==> src/rtl/ebus_io_seq.sv <==
// EBUS I/O transaction sequencer: takes one CONO/CONI/DATAO/DATAI request from the EBOX,
// arbitrates for the bus, runs select/demand/transfer with timeout and returns status and read data.
module ebus_io_seq #(
    parameter int unsigned SETUP_CYC   = 2,
    parameter int unsigned HOLD_CYC    = 1,
    parameter int unsigned TIMEOUT_CYC = 64
) (
    input  logic        clk30,
    input  logic        CROBAR_n,
    input  logic        ioReq,
    input  logic [1:0]  ioFunc,
    input  logic [6:0]  ioDev,
    input  logic [35:0] ioDataOut,
    output logic        ioBusy,
    output logic        ioDone,
    output logic        ioErr,
    output logic [35:0] ioDataIn,
    output logic        ebusReq,
    input  logic        ebusGrant,
    output logic [6:0]  ebusCS,
    output logic [1:0]  ebusFunc,
    output logic        ebusDemand,
    input  logic        ebusXfer,
    output logic [35:0] ebusDataOut,
    output logic        ebusDataDrive,
    input  logic [35:0] ebusDataIn
);

    localparam int unsigned CNT_W    = 8;
    localparam int unsigned CNT_P1_W = CNT_W + 1;
    localparam int unsigned FUNC_W   = 2;
    localparam int unsigned DEV_W    = 7;
    localparam int unsigned DATA_W   = 36;

    typedef enum logic [2:0] {
        S_IDLE,
        S_ARB,
        S_SETUP,
        S_DEMAND,
        S_RELEASE,
        S_HOLD,
        S_DONE
    } state_t;

    state_t              state_q, state_d;
    logic [CNT_W-1:0]    cnt_q, cnt_d, cnt_inc;
    logic [CNT_P1_W-1:0] cnt_p1;
    logic                setup_end, hold_end, tmo_end;
    logic [FUNC_W-1:0]   func_q, func_d;
    logic [DEV_W-1:0]    dev_q, dev_d;
    logic [DATA_W-1:0]   data_q, data_d;
    logic                err_q, err_d;
    logic [DATA_W-1:0]   rdata_d;
    logic                bus_on, write_on;
    logic                busy_d, done_d, ioerr_d, req_d, demand_d, drive_d;
    logic [DEV_W-1:0]    cs_d;
    logic [FUNC_W-1:0]   efunc_d;
    logic [DATA_W-1:0]   dout_d;

    // cnt_p1 is the number of cycles completed in the current phase, including this one
    assign cnt_p1    = {1'b0, cnt_q} + CNT_P1_W'(1);
    assign cnt_inc   = cnt_p1[CNT_W] ? cnt_q : cnt_p1[CNT_W-1:0];
    assign setup_end = cnt_p1 >= CNT_P1_W'(SETUP_CYC);
    assign hold_end  = cnt_p1 >= CNT_P1_W'(HOLD_CYC);
    assign tmo_end   = cnt_p1 >= CNT_P1_W'(TIMEOUT_CYC);

    // Next-state and next-output logic; outputs are registered from the next state
    always_comb begin
        state_d = state_q;
        cnt_d   = cnt_q;
        func_d  = func_q;
        dev_d   = dev_q;
        data_d  = data_q;
        err_d   = err_q;
        rdata_d = ioDataIn;

        case (state_q)
            S_IDLE: begin
                if (ioReq) begin
                    state_d = S_ARB;
                    func_d  = ioFunc;
                    dev_d   = ioDev;
                    data_d  = ioDataOut;
                    err_d   = 1'b0;
                    rdata_d = '0;
                    cnt_d   = '0;
                end
            end
            S_ARB: begin
                if (ebusGrant) begin
                    state_d = S_SETUP;
                    cnt_d   = '0;
                end
            end
            S_SETUP: begin
                if (setup_end) begin
                    state_d = S_DEMAND;
                    cnt_d   = '0;
                end else begin
                    cnt_d = cnt_inc;
                end
            end
            S_DEMAND: begin
                // An acknowledge on the last allowed cycle still wins over the timeout
                if (ebusXfer) begin
                    if (func_q[0]) begin
                        rdata_d = ebusDataIn;
                    end
                    state_d = S_RELEASE;
                    cnt_d   = '0;
                end else if (tmo_end) begin
                    err_d   = 1'b1;
                    rdata_d = '0;
                    state_d = S_RELEASE;
                    cnt_d   = '0;
                end else begin
                    cnt_d = cnt_inc;
                end
            end
            S_RELEASE: begin
                if (!ebusXfer || tmo_end) begin
                    if (ebusXfer) begin
                        err_d = 1'b1;
                    end
                    state_d = S_HOLD;
                    cnt_d   = '0;
                end else begin
                    cnt_d = cnt_inc;
                end
            end
            S_HOLD: begin
                if (hold_end) begin
                    state_d = S_DONE;
                    cnt_d   = '0;
                end else begin
                    cnt_d = cnt_inc;
                end
            end
            S_DONE: begin
                state_d = S_IDLE;
            end
            default: begin
                state_d = S_IDLE;
            end
        endcase

        bus_on   = (state_d == S_SETUP) || (state_d == S_DEMAND) ||
                   (state_d == S_RELEASE) || (state_d == S_HOLD);
        write_on = bus_on && !func_d[0];
        busy_d   = (state_d != S_IDLE);
        req_d    = bus_on || (state_d == S_ARB);
        demand_d = (state_d == S_DEMAND);
        cs_d     = bus_on ? dev_d : '0;
        efunc_d  = bus_on ? func_d : '0;
        drive_d  = write_on;
        dout_d   = write_on ? data_d : '0;
        done_d   = (state_d == S_DONE);
        ioerr_d  = done_d && err_d;
    end

    // State, latched request and registered outputs
    always_ff @(posedge clk30 or negedge CROBAR_n) begin
        if (!CROBAR_n) begin
            state_q       <= S_IDLE;
            cnt_q         <= '0;
            func_q        <= '0;
            dev_q         <= '0;
            data_q        <= '0;
            err_q         <= 1'b0;
            ioBusy        <= 1'b0;
            ioDone        <= 1'b0;
            ioErr         <= 1'b0;
            ioDataIn      <= '0;
            ebusReq       <= 1'b0;
            ebusCS        <= '0;
            ebusFunc      <= '0;
            ebusDemand    <= 1'b0;
            ebusDataOut   <= '0;
            ebusDataDrive <= 1'b0;
        end else begin
            state_q       <= state_d;
            cnt_q         <= cnt_d;
            func_q        <= func_d;
            dev_q         <= dev_d;
            data_q        <= data_d;
            err_q         <= err_d;
            ioBusy        <= busy_d;
            ioDone        <= done_d;
            ioErr         <= ioerr_d;
            ioDataIn      <= rdata_d;
            ebusReq       <= req_d;
            ebusCS        <= cs_d;
            ebusFunc      <= efunc_d;
            ebusDemand    <= demand_d;
            ebusDataOut   <= dout_d;
            ebusDataDrive <= drive_d;
        end
    end

endmodule

==> config.mk <==
export PLATFORM = sky130hd
export DESIGN_NAME = ebus_io_seq
export DESIGN_NICKNAME = d
export VERILOG_FILES = /design/src/rtl/ebus_io_seq.sv
export SDC_FILE = /design/constraint.sdc
export NUM_CORES = 1
export LEC_CHECK = 0
export ABC_AREA = 1
export CAP_MARGIN = 20
export CORE_ASPECT_RATIO = 1.2
export CORE_MARGIN = 5
export CORE_UTILIZATION = 30
export DETAILED_ROUTE_END_ITERATION = 6
export PLACE_DENSITY = 0.63
export SLEW_MARGIN = 20
export SYNTH_ARGS = -nofsm -noshare
export SYNTH_HDL_FRONTEND = slang
export SYNTH_SLANG_ARGS = --single-unit
==> constraint.sdc <==
create_clock -name clk30 -period 3.09 [get_ports clk30]
set_clock_uncertainty 0.1 [all_clocks]
set_input_delay 0.4635 -clock clk30 [delete_from_list [all_inputs] [get_ports clk30]]
set_output_delay 0.4635 -clock clk30 [all_outputs]
set_load 0.01 [all_outputs]
==> impl_metrics.tcl <==
set metrics [dict create \
    status "finished clean" \
    vdd_drop_max_uv 489.7 \
    num_antenna_cells 0 \
    ys_ff_latch 144 \
    critPathMaxStageDelay_ns 0.44 \
    startpoint "cnt_q[0]" \
    syn-cell-area_um2 6133 \
    clk_path_buf_depth 2 \
    synthCells 613 \
    post-route-period-util_pct 81.58 \
    cts_max_level 4 \
    path_clk_slew_ns 0.06 \
    p_switching_mw 2.934 \
    cap_violations 0 \
    hpwl_mm 9.948 \
    intPower_mw 5.531 \
    clkPwrFrac_pct 27.0 \
    setup_ws_ns 0.5692 \
    die_h_um 166.6 \
    yosysSeqAreaShare_pct 58.75 \
    wire_per_inst_um 13.74 \
    multi_input_area_um2 2085 \
    cts_setup_buffers 0 \
    seqCellArea_um2 3603 \
    cp-endpoint "ebusDataOut[2]" \
    grt_antenna_before_repair 1 \
    critPathBufInv 1 \
    drc_errors 0 \
    worst_hold_path_type "reg2reg" \
    portBuffers 172 \
    path_cells "ha_1, nand2_2, nor2_4, nand2_1, nand2_1, nand2_1, inv_2, nor2_2, nand3_4, nand2_4, nand3_4, nand2_4, nand2_4, nand2_8, nor2_1" \
    layout-drive-gt1-share_pct 17.81 \
    powerDensity_nw_per_um2 962.7 \
    start_kind "flip-flop" \
    nets 879 \
    drt-total-wl_mm 14.67 \
    grt_pass1_wl_mm 24.21 \
    core_area_um2 20180 \
    synthToLayoutAreaGrowth_pct 43.37 \
    fmax_mhz 396.7 \
    critPathMaxFanout 37 \
    cp_slowest_cell "dfrtp_1" \
    crit_family "simple AND/OR/NAND/NOR gates" \
    swShare_pct 34.66 \
    grt_max_degree 73 \
    avgSynthCellArea_um2 10.01 \
    p_comb_share_pct 39.8 \
    cts_tree "built" \
    die_w_um 140.5 \
    ios 173 \
    root_buffer "clkbuf_16" \
    setup_viol_count_final 0 \
    via_count 4463 \
    dr.pass1.iters 4 \
    fill_cells 1956 \
    critical_path_required_ns 3.26 \
    die_area_um2 23420 \
    reg2reg_setup_slack_ns 0.57 \
    reg2reg_depth 15 \
    via_per_inst 4.179 \
    post-place-ws_ns 0.5496 \
    fp-row-count 57 \
    grt.total_usage_pct 12.95 \
    synth_cell_types 33 \
    syn-num-nets 702 \
    gp_congestion 0.7965 \
    p_leak_nw 3.872 \
    postRouteAntennaNets 0 \
    hold_path.startpoint "ioDataIn[13]" \
    drt_iter0_drc 160 \
    critPathKind "reg2reg" \
    hold_violations 0 \
    tns_ns 0 \
    grt-ovfl-total 0 \
    pwr-share-seq_pct 33.2 \
    worst_slew_pin_slew_ns 0.5867 \
    start_util_pct 30.39 \
    period_needed_ns 2.521 \
    drv_slew 0 \
    r2r-end "ebusDataOut[2]" \
    clock_sinks 144 \
    grt_pass1_vias 4562 \
    worstSetupPathDepth 15 \
    setup.worst_path.end_class "flip-flop" \
    rsz0062_at_grt "false" \
    clock_latency_ns 0.41 \
    worstPathArrival_ns 2.70 \
    slew_headroom_pct 60.89 \
    yosys_warnings 0 \
    timing.rr.start "cnt_q[0]" \
    cts_buffers 17 \
    postLayoutCoreUtil_pct 43.57 \
]
## logic make-up after synthesis
family	after synthesis	synth area share (%)
DFF	144	58.75
xor gates and xnor gates	1	0.1428
adders and majority gates	3	0.6121
AOI/OAI and AO/OA	108	9.037
and+or+nand+nor	251	24.07
buffers and inverters	106	7.385
## synthesized netlist by cell type, drive strengths merged
cell / number / area, um2
nor3: 1 / 5.000
o22ai: 1 / 6.260
o21a: 1 / 7.510
dfrtp: 144 / 3603
clkbuf: 14 / 52.55
and3: 1 / 6.260
and2: 1 / 6.260
o21ai: 99 / 499.2
inv: 84 / 315.3
buf: 8 / 85.08
a21oi: 5 / 25.02
ha: 3 / 37.54
nand3: 11 / 110.1
a22oi: 1 / 7.510
xor2: 1 / 8.760
nand4: 2 / 27.53
nand2: 118 / 499.2
or2: 45 / 281.5
o2111ai: 1 / 8.760
nor2: 72 / 540.5
## worst min path at each step
stage	to	slack [ns]	depth (start not counted)
detailed placement	ebusDataOut[23]	0.37	1
global route	ioDataIn[19]	0.41	2
global placement	ioDataIn[17]	0.37	2
CTS	ioDataIn[13]	0.39	2
finish	ioDataIn[13]	0.38	2
floorplan	cnt_q[0]	0.07	0
## layer usage
layer | wire, um | track usage (%) | up-vias
met5 | 12 | 0 | -
met4 | 150 | 3.666 | 2
met3 | 1161 | 5.105 | 15
met2 | 6767 | 20.46 | 137
met1 | 6581 | 16.53 | 2062
li1 | - | - | 2247
## timing repair
| action | CTS | global route |
|---|---|---|
| endpoints found under the hold margin | 54 | 0 |
| resized for setup | 0 | 0 |
| hold buffers | 1 | 0 |
## power by group through the flow
stage | logic (mW) | registers [mW] | clock network, mW
finish | 3.37 | 2.81 | 2.28
global route | 3.75 | 2.90 | 2.45
CTS | 3.45 | 2.82 | 2.36
detailed placement | 3.43 | 2.84 | 0
global placement | 3.40 | 2.85 | 0
floorplan | 1.98 | 3.00 | 0
## placed cells by master (no fill, tap or decap), drive strengths merged, types with 3 or more instances in the layout
| master | n |
|---|---|
| clkdlybuf4s50 | 171 |
| dfrtp | 144 |
| nand2 | 118 |
| o21ai | 99 |
| inv | 86 |
| nor2 | 72 |
| or2 | 45 |
| clkbuf | 19 |
| nand3 | 11 |
| buf | 8 |
| a21oi | 5 |
| bufinv | 5 |
| clkinv | 5 |
| ha | 3 |
## worst register-to-register path: cells and delay by family (launching register included)
kind | cells | cell delay, ns
buf+inv | 1 | 0.07
flops | 1 | 0.44
fa+ha+maj | 1 | 0.28
simple gates | 13 | 1.49
## stage by stage
stage | total power [mW] | instance area (um2) | hold slack, ns | cells
2_1_floorplan | 4.978 | 6133 | 0.06791 | 613
3_3_place_gp | 6.250 | 8123 | 0.3680 | 1035
3_5_place_dp | 6.277 | 8123 | 0.3729 | 1035
4_1_cts | 8.638 | 8793 | 0.3921 | 1068
5_1_grt | 9.097 | 8793 | 0.4082 | 1068
6_report | 8.465 | 8793 | 0.3837 | 1068
## flip-flops by register name, indices dropped and copies added, names as in the netlist, 2 cells and up
name / count
data_q: 36
ebusDataOut: 36
ioDataIn: 36
cnt_q: 8
dev_q: 7
ebusCS: 7
state_q: 3
ebusFunc: 2
func_q: 2
## layout make-up
type,count,area share (%)
flip-flops and latches,144,40.98
multi-input cells,363,23.71
repair buffers,180,20.45
clock buffers,19,5.151
well taps,265,3.771
inverters,84,3.586
clock inverters,13,2.362
Power figures use the tool's default switching activity.
